File: config.mk
export PLATFORM = sky130hd
export DESIGN_NAME = axi_crossbar_rd_decerr
export DESIGN_NICKNAME = d
export VERILOG_FILES = /design/src/rtl/axi_crossbar_rd_decerr.sv
export SDC_FILE = /design/constraint.sdc
export NUM_CORES = 1
export LEC_CHECK = 0
export ABC_CLOCK_PERIOD_IN_PS = 3220
export BUFFER_PORTS_ARGS = -buffer_cell sky130_fd_sc_hd__clkbuf_2
export CAP_MARGIN = 40
export CORE_UTILIZATION = 51
export CTS_BUF_LIST = sky130_fd_sc_hd__clkbuf_4
export CTS_CLUSTER_SIZE = 24
export DETAILED_ROUTE_END_ITERATION = 16
export HOLD_SLACK_MARGIN = 0.05
export PLACE_DENSITY = 0.95
export SYNTH_ARGS = -nofsm -noshare
export SYNTH_HDL_FRONTEND = slang
export SYNTH_SLANG_ARGS = --single-unit
File: constraint.sdc
create_clock -name clk -period 3.22 [get_ports clk]
set_input_delay 0.161 -clock clk [delete_from_list [all_inputs] [get_ports clk]]
set_output_delay 0.161 -clock clk [all_outputs]
set_load 0.01 [all_outputs]
File: src/rtl/axi_crossbar_rd_decerr.sv
// rtl/axi_crossbar_rd_decerr.sv - DECERR read responder for unmapped crossbar reads
// Answers each decode-error command with len+1 zero-data DECERR beats, then a completion pulse.
module axi_crossbar_rd_decerr #(
   parameter int ID_WIDTH   = 8,
   parameter int DATA_WIDTH = 32
) (
   input  logic                  clk,
   input  logic                  rst,
   input  logic [ID_WIDTH-1:0]   s_cmd_id,
   input  logic [7:0]            s_cmd_len,
   input  logic                  s_cmd_decerr,
   input  logic                  s_cmd_valid,
   output logic                  s_cmd_ready,
   output logic [ID_WIDTH-1:0]   m_axi_rid,
   output logic [DATA_WIDTH-1:0] m_axi_rdata,
   output logic [1:0]            m_axi_rresp,
   output logic                  m_axi_rlast,
   output logic                  m_axi_rvalid,
   input  logic                  m_axi_rready,
   output logic [ID_WIDTH-1:0]   m_cpl_id,
   output logic                  m_cpl_valid
);

   typedef enum logic {
      IDLE = 1'b0,
      RESP = 1'b1
   } state_t;

   state_t     state;
   logic [7:0] beat_cnt;

   assign s_cmd_ready = (state == IDLE);
   assign m_axi_rdata = '0;
   assign m_axi_rresp = 2'b11;

   // rid/cpl_id are data-only and deliberately left out of the reset branch
   always_ff @(posedge clk) begin
      if (rst) begin
         state        <= IDLE;
         m_axi_rvalid <= 1'b0;
         m_axi_rlast  <= 1'b0;
         m_cpl_valid  <= 1'b0;
         beat_cnt     <= 8'd0;
      end else begin
         m_cpl_valid <= 1'b0;
         case (state)
            IDLE: begin
               // Non-error commands are simply consumed here
               if (s_cmd_valid && s_cmd_decerr) begin
                  m_axi_rid    <= s_cmd_id;
                  beat_cnt     <= s_cmd_len;
                  m_axi_rlast  <= (s_cmd_len == 8'd0);
                  m_axi_rvalid <= 1'b1;
                  state        <= RESP;
               end
            end
            RESP: begin
               if (m_axi_rready) begin
                  if (beat_cnt == 8'd0) begin
                     m_axi_rvalid <= 1'b0;
                     m_axi_rlast  <= 1'b0;
                     m_cpl_valid  <= 1'b1;
                     m_cpl_id     <= m_axi_rid;
                     state        <= IDLE;
                  end else begin
                     beat_cnt    <= beat_cnt - 8'd1;
                     m_axi_rlast <= (beat_cnt == 8'd1);
                  end
               end
            end
            default: state <= IDLE;
         endcase
      end
   end

endmodule

==> reports/qor.yml, run 1 <==
first_pass_iters: 4
numCtsBuffers: 3
core-area_um2: 2780
synth_area_um2: 1520
gp_congestion: 0.907
worstSetupPathType: "reg -> reg"
grt_pass1_vias: 1018
dpl.hpwl_um: 2070
final_area_um2: 1720
path_clk_slew_ns: 0.15
finalCritPeriodShare_pct: 64.2
p_per_area_nw_per_um2: 464
drtIter0Drc: 66
avgSynthCellArea_um2: 10.3
multiInputGateArea_um2: 613
vdd_drop_max_mv: 0.329
grt_max_degree: 17
yosys_most_used_dff: "edfxtp_1"
cp.arrival_ns: 2.06
slew-limit-headroom_pct: 59.9
die_w_um: 56.6
grt_overflow: 0
synth-edff-count: 16
ios: 75
synthCells: 148
rsz0062_at_grt: "false"
finalSetupViolations: 0
ant_nets: 0
final.setup.tns_ns: 0
path_max_fanout: 8
ys_warn_count: 0
dpl_cell_area_um2: 1590
clock.fmax_ghz: 0.483
cts.sinks: 28
cap_violations: 0
num-fill-cells: 234
endpoint_kind: "register"
p_leak_nw: 0.760
area_delta_synth_final_pct: 13.5
start_util_pct: 54.6
async_flop_share_pct: 0
slew_viol_final: 0
nets: 217
finish.utilization_pct: 62.0
hold_class: "in -> reg"
hold_viol: 0
dieHeight_um: 56.6
antenna_found_initial: 0
instances_no_fill: 223
outcome: "finished, final reports clean"
via_count: 1193
rows: 19
dp_cells: 211
clock_latency_ns: 0.34
io_buffers: 40
start_kind: "register"
crit_required_ns: 3.22
skew_ns: 0.00553
yosysSeqAreaShare_pct: 47.4
tightest_slew_ns: 0.600
wl_per_cell_um: 13.2
grt_pass1_wl_um: 4730
synth.distinct_cells: 36
ys_ff_latch: 28
drive_gt1_share_pct: 25.0
gr-usage-all-layers_pct: 19.2
whs_ns: 0.0740
clockBufferDepth: 2
viasPerCell: 5.35
tritoncts: "built"
wl_um: 2940
final.min_clock_period_ns: 2.07
drc: 0
die_area_um2: 3200
cts_max_level: 1
n_antenna_cell: 0
regArea_um2: 721
clock-root-buffer: "clkbuf_4"
postCtsSetupRepairBufs: 0
-- placed cells by master (no fill, tap or decap), types with 3 or more instances in the layout --
cell type,netlist,layout
clkbuf_2,0,40
conb_1,2,34
edfxtp_1,16,16
nand2_1,13,13
dfxtp_1,12,12
nor2_1,9,9
a21oi_1,8,8
dlygate4sd3_1,0,8
inv_1,5,5
nor3_1,4,4
o22ai_1,3,3
a31o_1,3,3
o32ai_1,3,3
nand3_1,3,3
a221oi_1,3,3
ha_1,3,3
clkbuf_4,0,3
-- worst paths after layout --
check	start	end	slack, ns	depth (start not counted)
min reg2reg	m_axi_rid[2]$_DFFE_PP_	m_cpl_id[2]$_DFFE_PP_	0.47	0
max	beat_cnt[0]$_SDFFE_PP0P_	m_cpl_id[0]$_DFFE_PP_	1.15	5
min	s_cmd_decerr	state$_SDFF_PP0_	0.07	3
max reg2reg	beat_cnt[0]$_SDFFE_PP0P_	m_cpl_id[0]$_DFFE_PP_	1.15	5
-- timing repair --
item	in CTS	in global routing
hold endpoints to repair	8	0
gates resized for setup	0	0
hold buffers	8	0
-- where the power goes --
| part | internal (W) | switching [W] |
|---|---|---|
| Combinational | 0.0000624 | 0.0000916 |
| Clock | 0.000126 | 0.000105 |
| Sequential | 0.000394 | 0.0000204 |
| Total | 0.000583 | 0.000217 |
-- cells in the mapped netlist, types with 2 or more instances --
library cell,instances,area [µm²]
a21oi_1,8,40.0
dfxtp_1,12,240
o22ai_1,3,18.8
clkbuf_1,4,15.0
a221oi_1,3,26.3
inv_1,5,18.8
a211oi_1,2,15.0
edfxtp_1,16,480
ha_1,3,37.5
a2bb2oi_1,2,17.5
o32ai_1,3,26.3
conb_1,2,7.51
nor2_1,9,33.8
nand3b_1,2,15.0
nand3_1,3,15.0
a31o_1,3,26.3
nand2_1,13,48.8
buf_4,34,255
nor3_1,4,20.0
-- state kept, by name, summed over array words and instances (netlist names) --
register / count
beat_cnt: 8
m_axi_rid: 8
m_axi_rlast: 1
m_axi_rvalid: 1
m_cpl_id: 8
m_cpl_valid: 1
state: 1
-- worst max-delay path, cell delays in order, from the launching register on --
cell	delay (ns)
dfxtp_1	0.39
inv_1	0.15
ha_1	0.18
nor4b_2	0.29
nand4_1	0.21
nor2_1	0.50
-- cell families (layout without fill, tap and decap cells) --
logic type               Yosys count  in the layout  share of synthesized area [%]
other                              2             34                          0.494
AO/OA/AOI/OAI                     30             30                           15.1
multiplexers                       1              1                          0.659
flip-flops                        28             28                           47.4
buffers and inverters             45             57                           20.1
adder cells (fa/ha/maj)            3              3                           2.47
AND/OR/NAND/NOR                   39             39                           13.8
-- layer usage --
layer	GRT usage [%]	part of all wire, %	wire length (µm)	up-vias
li1	-	-	-	553
met1	26.0	39	1150	544
met2	30.4	49	1450	91
met3	1.84	9.8	288	5
met4	9.76	1.7	50	0
met5	0	0	0	-
-- stage by stage --
step / power, W / worst slack, ns
after floorplan: 0.000555 / 1.39
after global placement: 0.000561 / 1.24
after detailed placement: 0.000564 / 1.16
after CTS: 0.000797 / 1.14
after global routing: 0.000837 / 0.948
final: 0.000800 / 1.15
-- layout make-up --
| type | count | share of cell area, % |
|---|---|---|
| sequential | 28 | 41.8 |
| clock inverter | 1 | 1.74 |
| inverter | 5 | 1.09 |
| tap | 31 | 2.25 |
| multi-input combinational | 107 | 35.6 |
| timing repair buffer | 48 | 16.3 |
| clock buffer | 3 | 1.31 |
Note: power is estimated with default switching activity, not from simulation.
==> run 2: changes to the inputs <==
--- a/config.mk
+++ b/config.mk
@@ -5,15 +5,15 @@
 export SDC_FILE = /design/constraint.sdc
 export NUM_CORES = 1
 export LEC_CHECK = 0
-export ABC_CLOCK_PERIOD_IN_PS = 3220
+export ABC_CLOCK_PERIOD_IN_PS = 2029
 export BUFFER_PORTS_ARGS = -buffer_cell sky130_fd_sc_hd__clkbuf_2
 export CAP_MARGIN = 40
-export CORE_UTILIZATION = 51
+export CORE_UTILIZATION = 47
 export CTS_BUF_LIST = sky130_fd_sc_hd__clkbuf_4
 export CTS_CLUSTER_SIZE = 24
 export DETAILED_ROUTE_END_ITERATION = 16
 export HOLD_SLACK_MARGIN = 0.05
-export PLACE_DENSITY = 0.95
+export PLACE_DENSITY = 0.94
 export SYNTH_ARGS = -nofsm -noshare
 export SYNTH_HDL_FRONTEND = slang
 export SYNTH_SLANG_ARGS = --single-unit
==> constraint.sdc (replaced) <==
create_clock -name clk -period 2.03 [get_ports clk]
set_input_delay 0.1015 -clock clk [delete_from_list [all_inputs] [get_ports clk]]
set_output_delay 0.1015 -clock clk [all_outputs]
set_load 0.01 [all_outputs]
==> run 2 against run 1 <==
  * Critical path depth increased by 1
  * Via count rose by 5.9%
  * Sequential share of layout area shrank 1.8 points
  * First-iteration DRC count is 36% higher
  * Critical path type unchanged
  * Count of clock-buffer cells in the layout unchanged
  * Die area is 8.2% higher
  * Non-clock buffer count up 6
  * Combinational power increased by 81%
  * Setup slack worse by 0.99 ns
==> reports/qor.yml, run 2 (synthesis gave the netlist of run 1 again) <==
start_kind: "register"
antenna_found_initial: 0  # unchanged
rsz0062_at_grt: "false"
ios: 75  # unchanged
drtIter0Drc: 90  # +36%
drive_gt1_share_pct: 26.8  # +1.8 points
start_util_pct: 49.8  # -4.9 points
grt_pass1_vias: 1148  # +13%
final.setup.tns_ns: 0  # unchanged
io_buffers: 40  # unchanged
viasPerCell: 5.22  # -2.4%
crit_end: "m_cpl_id[3]$_DFFE_PP_"
clock-root-buffer: "clkbuf_4"
finalCritPeriodShare_pct: 91.9  # +28 points
drc: 0  # unchanged
hold_class: "in -> reg"
wl_per_cell_um: 14.6  # +11%
p_leak_nw: 0.796  # +4.8%
finalSetupViolations: 0  # unchanged
numCtsBuffers: 3  # unchanged
gp_congestion: 0.923  # +1.8%
wl_um: 3530  # +20%
cts_max_level: 1  # unchanged
regToRegEndpoint: "m_cpl_id[3]$_DFFE_PP_"
clockBufferDepth: 2  # unchanged
n_antenna_cell: 0  # unchanged
vdd_drop_max_mv: 0.375  # +14%
dieHeight_um: 58.9  # +4.0%
p_per_area_nw_per_um2: 729  # +57%
power_switching_w: 0.000377  # +73%
grt_pass1_wl_um: 5230  # +11%
crit_start: "beat_cnt[0]$_SDFFE_PP0P_"
dp_slack_ns: 0.179  # -0.985 ns
comb_power_share_pct: 21.1  # +1.9 points
setup_ws_ns: 0.163  # -0.988 ns
rows: 20  # +1
rr_worst_depth: 6  # +1
outcome: "finished, final reports clean"
final.min_clock_period_ns: 1.87  # -0.202 ns
crit_required_ns: 2.10  # -1.12 ns
via_count: 1263  # +5.9%
hold_viol: 0  # unchanged
grt_max_degree: 17  # unchanged
tritoncts: "built"
first_pass_iters: 4  # unchanged
cts.sinks: 28  # unchanged
switching_share_pct: 28.7  # +1.5 points
p_seq_share_pct: 50.0  # -1.8 points
nets: 223  # +2.8%
area_delta_synth_final_pct: 18.7
die_w_um: 58.9  # +4.0%
slew_viol_final: 0  # unchanged
top_regs: "beat_cnt x8, m_axi_rid x8, m_cpl_id x8"
clock_latency_ns: 0.34  # about the same
cap_violations: 0  # unchanged
path_max_fanout: 8  # unchanged
worstSetupPathType: "reg -> reg"
ff2ff_setup_slack_ns: 0.16  # -0.99 ns
reg2reg_from: "beat_cnt[0]$_SDFFE_PP0P_"
skew_ns: 0.0104  # +0.00492 ns
p_int_w: 0.000938  # +61%
dpl.hpwl_um: 2460  # +19%
final_cell_mix: "clkbuf_2, conb_1, edfxtp_1, nand2_1, dfxtp_1"
ant_nets: 0  # unchanged
cp.arrival_ns: 1.94  # -0.12 ns
core-area_um2: 3050  # +9.8%
postCtsSetupRepairBufs: 0  # unchanged
clock.fmax_ghz: 0.536  # +11%
path_clk_slew_ns: 0.16  # about the same
endpoint_kind: "register"
grt_overflow: 0  # unchanged
layout_commonest_cell: "clkbuf_2"
die_area_um2: 3460  # +8.2%
clkPwrFrac_pct: 28.8  # about the same
gr-usage-all-layers_pct: 20.4  # +1.2 points
==> run 2: cell count changes in the layout (fill, tap and decap cells not counted), sizes merged <==
cell	previous run	this run
buf	0	4
dlygate4sd3	8	10
==> run 2: what timing repair did <==
item | 4_1_cts | 5_1_grt
endpoints found under the hold margin | 9 | 0
endpoints found under the setup margin | 0 | 11
gates resized for setup | 0 | 2
hold buffers | 10 | 0
==> run 2: per-layer routing <==
| layer | global-route usage [%] | share of wire, % |
|---|---|---|
| met5 | 0 | 0 |
| met4 | 14.3 | 2.6 |
| met3 | 3.08 | 7.8 |
| met2 | 32.6 | 50 |
| met1 | 25.2 | 40 |
==> run 2: critical path: stages (launching register included) <==
cell,delay (ns)
dfxtp_1,0.39
inv_1,0.15
ha_1,0.19
nor4b_4,0.29
nand4_1,0.24
nor2_1,0.15
buf_4,0.18
==> run 2: power by group through the flow <==
stage	Sequential [W]	Combinational [W]	Clock, W
after CTS	0.000654	0.000263	0.000367
after global routing	0.000661	0.000299	0.000407
after floorplan	0.000664	0.000217	0
after detailed placement	0.000667	0.000242	0
after global placement	0.000664	0.000233	0
final	0.000658	0.000278	0.000379
==> run 2: area by class of cell <==
cell class / count / area (µm²)
Clock inverter: 1 / 30.0
Multi-Input combinational cell: 107 / 626
Clock buffer: 3 / 22.5
Fill cell: 258 / 1250
Timing Repair Buffer: 54 / 330
Tap cell: 44 / 55.1
Sequential cell: 28 / 721
Inverter: 5 / 18.8
==> run 2: worst min path at each step <==
stage                      start  slack (ns)  depth (start not counted)                  endpoint
CTS                 s_cmd_len[6]        0.09                          3  beat_cnt[6]$_SDFFE_PP0P_
detailed placement   s_cmd_id[5]        0.28                          1    m_axi_rid[5]$_DFFE_PP_
finish              s_cmd_len[2]        0.09                          3  beat_cnt[2]$_SDFFE_PP0P_
global placement     s_cmd_id[2]        0.28                          1    m_axi_rid[2]$_DFFE_PP_
global route        s_cmd_len[6]         0.1                          3  beat_cnt[6]$_SDFFE_PP0P_
floorplan            s_cmd_id[0]        0.20                          0    m_axi_rid[0]$_DFFE_PP_
==> run 2: through the flow <==
step           total power [W]  instance area, µm²  hold slack, ns  std cells  utilization [%]
6_report               0.00131                1800          0.0913        242             59.1
5_1_grt                0.00137                1800          0.0962        242             59.1
4_1_cts                0.00128                1790          0.0905        242             58.6
3_5_place_dp          0.000909                1640           0.280        228             53.6
3_3_place_gp          0.000897                1640           0.279        228             53.6
2_1_floorplan         0.000881                1640           0.200        180                -
